$ cat config.mk
export PLATFORM = sky130hd
export DESIGN_NAME = sha3_msg_feeder
export DESIGN_NICKNAME = d
export VERILOG_FILES = /design/src/rtl/sha3_pkg.sv /design/src/rtl/sha3_byte_packer.sv /design/src/rtl/sha3_msg_feeder.sv
export SDC_FILE = /design/constraint.sdc
export NUM_CORES = 1
export LEC_CHECK = 0
export ABC_AREA = 1
export CAP_MARGIN = 20
export CORE_AREA = 2 2 432 434
export CTS_BUF_LIST = sky130_fd_sc_hd__clkbuf_4
export CTS_CLUSTER_SIZE = 8
export DETAILED_ROUTE_END_ITERATION = 8
export DIE_AREA = 0 0 434 436
export GPL_TIMING_DRIVEN = 0
export PLACE_DENSITY_LB_ADDON = 0.15
export SLEW_MARGIN = 20
export SYNTH_ARGS = -nofsm -noshare
export SYNTH_HDL_FRONTEND = slang
export SYNTH_SLANG_ARGS = --single-unit
$ cat constraint.sdc
create_clock -name iClk -period 1.6 [get_ports iClk]
set_clock_uncertainty 0.05 [all_clocks]
set_input_delay 0.32 -clock iClk [delete_from_list [all_inputs] [get_ports iClk]]
set_output_delay 0.32 -clock iClk [all_outputs]
set_load 0.005 [all_outputs]
$ cat src/rtl/sha3_pkg.sv
// Shared types and widths for the SHA3-512 message feeder: FSM state encoding
// and the byte/word/digest dimensions of the keccak core interface.
package sha3_pkg;

  localparam int BYTE_W   = 8;
  localparam int WORD_W   = 64;
  localparam int DIGEST_W = 512;
  localparam int LANES    = WORD_W / BYTE_W;
  localparam int CNT_W    = 4;  // holds 0..LANES inclusive

  typedef enum logic [2:0] {
    ST_KRST,
    ST_FILL,
    ST_SEND,
    ST_SENDZ,
    ST_WAIT,
    ST_DONE
  } state_e;

endpackage

$ cat src/rtl/sha3_byte_packer.sv
// Packs bytes MSB-first into a 64-bit word: lane 0 is [63:56]. The word and
// lane counter clear together when the word is consumed by the core.
module sha3_byte_packer
  import sha3_pkg::*;
(
  input  logic              clk_i,
  input  logic              rst_n_i,
  input  logic              wr_en_i,
  input  logic [BYTE_W-1:0] byte_i,
  input  logic              clr_i,
  output logic [WORD_W-1:0] word_o,
  output logic [CNT_W-1:0]  cnt_o
);

  logic [WORD_W-1:0] word_q, word_d;
  logic [CNT_W-1:0]  cnt_q, cnt_d;

  // NOTE: defaults first so every path assigns word_d/cnt_d and no latch is inferred.
  always_comb begin
    word_d = word_q;
    cnt_d  = cnt_q;
    if (clr_i) begin
      word_d = '0;
      cnt_d  = '0;
    end else if (wr_en_i && (cnt_q < CNT_W'(LANES))) begin
      for (int lane = 0; lane < LANES; lane++) begin
        if (cnt_q == CNT_W'(lane)) word_d[WORD_W-1-lane*BYTE_W -: BYTE_W] = byte_i;
      end
      cnt_d = cnt_q + CNT_W'(1);
    end
  end

  // NOTE: sequential state uses non-blocking assignments only.
  always_ff @(posedge clk_i or negedge rst_n_i) begin
    if (!rst_n_i) begin
      word_q <= '0;
      cnt_q  <= '0;
    end else begin
      word_q <= word_d;
      cnt_q  <= cnt_d;
    end
  end

  assign word_o = word_q;
  assign cnt_o  = cnt_q;

endmodule

$ cat src/rtl/sha3_msg_feeder.sv
// Message-side front end for the SHA3-512 keccak core: byte stream in, 64-bit
// words out with back-pressure, digest capture and per-message core reset.
module sha3_msg_feeder
  import sha3_pkg::*;
#(
  parameter int KRST_CYCLES = 1
) (
  input  logic                iClk,
  input  logic                iRst_n,
  input  logic [BYTE_W-1:0]   iByte,
  input  logic                iByte_valid,
  input  logic                iByte_keep,
  input  logic                iByte_last,
  output logic                oByte_ready,
  output logic                oK_rst,
  output logic [WORD_W-1:0]   oK_data,
  output logic                oK_ready,
  output logic                oK_last,
  output logic [2:0]          oK_byte_num,
  input  logic                iK_buffer_full,
  input  logic [DIGEST_W-1:0] iK_data,
  input  logic                iK_ready,
  output logic [DIGEST_W-1:0] oDigest,
  output logic                oDigest_valid,
  input  logic                iDigest_ack
);

  state_e              state_q;
  logic [3:0]          krst_cnt_q;
  logic                last_pend_q;
  logic                k_last_q;
  logic [2:0]          byte_num_q;
  logic [DIGEST_W-1:0] digest_q;

  logic                beat;
  logic                consume;
  logic [CNT_W-1:0]    pk_cnt;
  logic [CNT_W-1:0]    cnt_new;
  logic [WORD_W-1:0]   pk_word;

  assign beat    = (state_q == ST_FILL) && iByte_valid;
  assign consume = ((state_q == ST_SEND) || (state_q == ST_SENDZ)) && !iK_buffer_full;
  assign cnt_new = pk_cnt + {{(CNT_W-1){1'b0}}, iByte_keep};

  sha3_byte_packer u_packer (
    .clk_i   (iClk),
    .rst_n_i (iRst_n),
    .wr_en_i (beat && iByte_keep),
    .byte_i  (iByte),
    .clr_i   (consume),
    .word_o  (pk_word),
    .cnt_o   (pk_cnt)
  );

  always_ff @(posedge iClk or negedge iRst_n) begin
    if (!iRst_n) begin
      state_q     <= ST_KRST;
      krst_cnt_q  <= '0;
      last_pend_q <= 1'b0;
      k_last_q    <= 1'b0;
      byte_num_q  <= '0;
      digest_q    <= '0;
    end else begin
      case (state_q)
        ST_KRST: begin
          if (krst_cnt_q == 4'(KRST_CYCLES - 1)) begin
            krst_cnt_q <= '0;
            state_q    <= ST_FILL;
          end else begin
            krst_cnt_q <= krst_cnt_q + 4'd1;
          end
        end
        ST_FILL: begin
          if (beat) begin
            if (iByte_keep && (cnt_new == CNT_W'(LANES))) begin
              // A full final word still owes the core an empty terminating word.
              last_pend_q <= iByte_last;
              state_q     <= ST_SEND;
            end else if (iByte_last) begin
              k_last_q   <= 1'b1;
              byte_num_q <= cnt_new[2:0];
              state_q    <= ST_SEND;
            end
          end
        end
        ST_SEND: begin
          if (!iK_buffer_full) begin
            if (k_last_q) begin
              k_last_q   <= 1'b0;
              byte_num_q <= '0;
              state_q    <= ST_WAIT;
            end else if (last_pend_q) begin
              last_pend_q <= 1'b0;
              k_last_q    <= 1'b1;
              state_q     <= ST_SENDZ;
            end else begin
              state_q <= ST_FILL;
            end
          end
        end
        ST_SENDZ: begin
          if (!iK_buffer_full) begin
            k_last_q <= 1'b0;
            state_q  <= ST_WAIT;
          end
        end
        ST_WAIT: begin
          if (iK_ready) begin
            digest_q <= iK_data;
            state_q  <= ST_DONE;
          end
        end
        ST_DONE: begin
          if (iDigest_ack) state_q <= ST_KRST;
        end
        default: state_q <= ST_KRST;
      endcase
    end
  end

  // The packer word is already zero in SENDZ, so it drives oK_data directly.
  assign oByte_ready   = (state_q == ST_FILL);
  assign oK_rst        = (state_q == ST_KRST);
  assign oK_ready      = (state_q == ST_SEND) || (state_q == ST_SENDZ);
  assign oK_data       = pk_word;
  assign oK_last       = k_last_q;
  assign oK_byte_num   = byte_num_q;
  assign oDigest       = digest_q;
  assign oDigest_valid = (state_q == ST_DONE);

endmodule
-- Word-level counts from Yosys, hierarchy flattened
Index checks and enable logic that the tools add are counted.
Widths: inputs -> output; s select.
- input port bits: 528
- flip-flop bits (word level): 592
- output and inout port bits: 584
- word-level logic and storage cells: 121
- reductions and logical operators: 34
- magnitude comparators: 1
- add/subtract/negate cells: 3
- mux-type cells: 43
- eq/ne operators: 25
- operators with widths (kind ; count):
    $mux 64 ; 2
    $mux 8 ; 8
    $mux 3 ; 14
    $reduce_bool 2->1 ; 10
    $pmux 3 s6 ; 1
    $reduce_and 2->1 ; 9
    $eq 4x3->1 const B ; 4
    $ne 2x2->1 const B ; 7
    $mux 4 ; 3
    $reduce_and 6->1 ; 2
    $mux 1 ; 11
    $add 4x1->4 const B ; 2
    $eq 4x2->1 const B ; 2
    $logic_not 4->1 ; 2
    $ne 2x1->1 const B ; 4
    $reduce_and 7->1 ; 1
    $eq 3x2->1 const B ; 2
    $eq 3x3->1 const B ; 2
    $pmux 3 s2 ; 1
    $logic_and 1x1->1 ; 5
    $reduce_and 5->1 ; 1
    $add 4x1->4 ; 1
    $eq 4x1->1 const B ; 1
    $eq 4x4->1 const B ; 1
    10 further kinds ; 10

-- Depth between registers and ports, before layout
- depth in word-level cells: 6
- mapped depth: 11

-- Modules after synthesis
A second synthesis with hierarchy kept.
- cell total of the unflattened synthesis: 1547
- area total of the unflattened synthesis: 23094.6 µm²
- modules (own cells, without submodules) (module ; area an instance (µm²) ; instances ; sequential area each (µm²) ; cells each):
    sha3_msg_feeder ; 20073.0 ; 1 ; 13112.6 ; 1215
    sha3_byte_packer ; 3021.6 ; 1 ; 1701.6 ; 332

-- Worst setup path before layout
No wires, ideal clock.
- path type: flip-flop to flip-flop
- from: reg state_q[0]
- to: reg digest_q[351], in the netlist oDigest[351]
- arrival time: 1.550 ns
- data required time: 1.425 ns
- slack: -0.125 ns
- cell stages (with the launch flop): 8
- buffers on the path: 3
- cell sequence: dfrtp_1 -> buf_6 -> nor2_2 -> nand2_1 -> nor2_4 -> buf_4 -> buf_4 -> mux2_2
- cells in the longest elaborated chain, start to end: 2
- ends and longest elaborated chain (what ; RTL line ; source):
    start: declaration ; sha3_msg_feeder.sv:28 ; state_e state_q;
    start signal: assignment ; sha3_msg_feeder.sv:57 ; state_q <= ST_KRST;
    start signal: assignment ; sha3_msg_feeder.sv:68 ; state_q <= ST_FILL;
    start signal: assignment ; sha3_msg_feeder.sv:78 ; state_q <= ST_SEND;
    $eq 3x3->1 ; sha3_msg_feeder.sv:64 ; case (state_q)
    $reduce_and 2->1 (no source line) ; - ;
    end signal: assignment ; sha3_msg_feeder.sv:109 ; digest_q <= iK_data;
    end: declaration ; sha3_msg_feeder.sv:33 ; logic [DIGEST_W-1:0] digest_q;
No other way between the ends.
A chain may end at the register's enable or synchronous reset.

-- Worst setup path in the final report
- from: reg state_q[0]
- to: out oK_rst
- cells in the longest elaborated chain, start to end: 1
- ends and longest elaborated chain (what ; RTL line ; source):
    $logic_not 3->1 ; sha3_msg_feeder.sv:123 ; assign oK_rst = (state_q == ST_KRST);
    end: declaration ; sha3_msg_feeder.sv:15 ; output logic oK_rst,
No other way between the ends.

==> Flow_metrics.wiki <==
{| class="wikitable"
! Metric !! Value
|-
| Number of antenna violations at the first check in global routing || 18
|-
| Min Clock Period, post-route || roughly 2.4 ns
|-
| H-tree Lvls || 4
|-
| Slack of the worst reg-to-reg path || -0.61 ns
|-
| Yosys reg bits || 592
|-
| Skew-Pair Late Insertion Delay || around 1.2 ns
|-
| Die extent in y || roughly 440 um
|-
| Dominant cell by count in the synthesized netlist || dfrtp_1
|-
| Detailed Route Iter0 Violations || roughly 580
|-
| Post-DP HPWL || approximately 90000 um
|-
| Post-synthesis instance area || ~0.023 sq mm
|-
| Final Total Pwr || between 80 and 90 mW
|-
| Detailed-route wire length || around 130000 um
|-
| Die Footprint || 0.189 sq mm
|-
| Share of the synthesized area in the top cell type || between 60% and 70%
|-
| Worst slew margin relative to its limit || ~60%
|-
| Finish-stage setup viols || about 1.2k
|-
| Top_reg_cell synth || dfrtp_1
|-
| Cell leakage power || 23.0 nW
|-
| Crit. End Element || output port
|-
| Global-route wire length before repair || 170000 um
|-
| Clock input transition at the sequential cells of the worst setup and hold paths || 0.06 ns
|-
| R2r startpoint || state_q[0]
|-
| TritonCTS sink count || slightly below 600
|-
| Detail-routed via count per cell || 3.37
|-
| Worst hold margin || -0.367 ns
|-
| Critical Path Start Type || flip-flop
|-
| Relative area change from synthesis to final layout || 124%
|-
| Portion of the post-synthesis area used by sequential elements || approximately 65%
|-
| Number of buffers created by CTS || 197
|-
| Result of the run || complete, but fails checks
|-
| DRT Pass-1 Iters || 4
|-
| Largest buffer count on any clock path || 3
|-
| Yosys cell types || 31
|-
| Post-CTS Hold Fix Bufs || 593
|-
| Syn_nets || roughly 2k
|-
| Number of enable flip-flop cells after synthesis || 0
|-
| Power density relative to cell area || 1590 mW/mm^2
|-
| Top-Level Pins || 1112
|-
| R2R Path End || oDigest[275]
|-
| Largest net degree at the start of global routing || 85
|-
| Port Buf Inserts || 1111
|-
| Final std cells w/o fill || 6307
|-
| Total Negative Setup Slacks || -541.45 ns
|-
| TritonCTS clock tree || yes
|-
| Number of failing hold endpoints at the final stage || between 90 and 100
|-
| Maximum achievable frequency || 420 MHz
|-
| Synth area leaders || dfrtp_1 (65%), mux2_2 (23%), mux2_1 (2.4%)
|-
| Number of routed nets with antenna violations || 0
|-
| Detailed-route DRC error count || 0
|-
| Total Routing Usage GR || roughly 13%
|-
| Vias in the first global route || 22.7k
|-
| Instance count after placement with tap cells included || 5064
|-
| Gp weighted congestion || between 0.7 and 0.8
|-
| Worst ir drop on vdd || roughly 0.7 mV
|-
| Hold WC Path Type || in2async
|-
| Buffer cell driving the clock tree root || clkbuf_4
|-
| Starting utilization of the core area || approximately an eighth
|-
| Post-route cell area || roughly 0.051 sq mm
|-
| Layout Nets || ~4.2k
|-
| Width of the die || 434 um
|-
| Critical Path AT || around 2 ns
|-
| Remaining global-route overflow || 0
|-
| Number of core rows || about 160
|-
| Mapped Cells || around 1.5k
|-
| Total vias in the final route || about 21k
|-
| Slew Viols, Final || 0
|-
| CP max FO || 3
|-
| Worst r2r path cells || 11
|-
| Most area-hungry cell type in the Yosys netlist || dfrtp_1
|-
| Max-cap violations || 0
|-
| Post-synth top cells || dfrtp_1 (592), mux2_2 (463), nand2_1 (71)
|-
| Placed Area || 0.0374 sq mm
|-
| Routed wire per std cell || a little over 20 um
|-
| Tcrit/Tclk final || 149%
|-
| Fraction of layout cells with a size suffix above 1 || 48.9%
|-
| Std-Cell Core Area || 0.185 sq mm
|-
| Avg Cell Area, Syn || approximately 15 sq um
|-
| Total number of yosys warnings || 0
|-
| Violations in the final reports || hold timing, setup timing
|-
| FFs w/ async S/R, synth || 100%
|-
| RSZ-0062 raised after global routing || true
|-
| Slew at the pin closest to its max-slew limit || 0.615 ns
|-
| Category of the most critical setup path || reg2out
|-
| Post-layout worst setup margin || -0.781 ns
|-
| Data required time of the critical path || 1.23 ns
|}
-- how the worst max path moves through the flow --
| stage | from | to | slack, ns | cells after the start |
|---|---|---|---|---|
| 3_5_place_dp | iK_ready | oDigest[198] | -1.27 | 6 |
| 4_1_cts | state_q[0] | oK_rst | -1.05 | 5 |
| 6_report | state_q[0] | oK_rst | -0.78 | 5 |
| 3_3_place_gp | iRst_n | oDigest[167] | -32.16 | 1 |
| 5_1_grt | state_q[1] | oByte_ready | -1.04 | 4 |
| 2_1_floorplan | state_q[0] | oDigest[0] | -0.10 | 7 |
-- state kept, by name (all words and copies together), names as in the netlist --
signal           count
state_q              3
oK_byte_num          3
oK_last              1
krst_cnt_q           4
u_packer.word_o     64
oDigest            512
last_pend_q          1
u_packer.cnt_o       4
-- worst max-delay path, stage by stage, from the launching register on --
cell and delay (ns):
dfrtp_1 0.37, buf_6 0.13, nor2_4 0.12, nand2_4 0.07, inv_4 0.06, buf_6 0.10
-- cells in the final DEF (no fill, tap or decap), types with 62 or more instances in the layout --
| cell | synthesis | layout |
|---|---|---|
| buf_12 | 0 | 86 |
| dfrtp_1 | 592 | 582 |
| clkbuf_4 | 0 | 295 |
| dlygate4sd3_1 | 0 | 586 |
| mux2_4 | 0 | 456 |
| buf_4 | 55 | 191 |
| nand3_1 | 62 | 62 |
| buf_6 | 3 | 286 |
| buf_2 | 13 | 338 |
| clkdlybuf4s50_1 | 0 | 526 |
-- layout make-up --
| class | instances | area (sq um) |
|---|---|---|
| Buffer | 64 | 1150 |
| Multi-Input combinational cell | 774 | 9110 |
| Fill cell | 19600 | 134000 |
| Inverter | 26 | 103 |
| Timing Repair Buffer | 2032 | 20100 |
| Clock buffer | 295 | 2210 |
| Tap cell | 2480 | 3100 |
| Sequential cell | 592 | 14800 |
| Antenna cell | 14 | 35.0 |
| Clock inverter | 30 | 223 |
-- what timing repair did --
action | CTS | global route
pin swaps | 6 | 14
endpoints found under the hold margin | 966 | 161
endpoints found under the setup margin | 1171 | 1241
resized for setup | 2973 | 584
cloned | 26 | 40
setup buffers | 99 | 170
-- per-stage QoR --
stage	hold WS [ns]	setup WS, ns	utilization, %
3_5_place_dp	0.221	-1.27	20.2
4_1_cts	-0.601	-1.05	25.4
6_report	-0.367	-0.781	27.5
2_1_floorplan	-0.0256	-0.104	-
5_1_grt	-0.557	-1.04	27.5
3_3_place_gp	0.417	-32.16	20.1
-- per-layer routing --
layer,GRT usage (%),vias to the layer above,wire [um]
met1,13.3,10500,49000
met5,0,-,11
met3,5.22,219,10800
met4,3.63,2,3270
met2,22.5,774,65700
li1,-,9731,-
-- kinds of logic after synthesis --
| logic type | Yosys count | share of synthesized area [%] |
|---|---|---|
| AND/OR/NAND/NOR | 174 | 4.12 |
| flip-flops | 592 | 65.3 |
| XOR/XNOR | 2 | 0.0772 |
| adder cells (fa/ha/maj) | 8 | 0.441 |
| AO/OA/AOI/OAI | 78 | 1.91 |
| multiplexers | 512 | 25.4 |
| buffers and inverters | 99 | 2.72 |
-- power breakdown --
| part | switching, mW | leakage [nW] | internal (mW) |
|---|---|---|---|
| Clock | 7.78 | 1.46 | 8.64 |
| Sequential | 4.43 | 7.27 | 22.0 |
| Combinational | 13.8 | 14.3 | 24.1 |
| Total | 26.0 | 23.0 | 54.8 |
(Power assumes the default switching activity.)
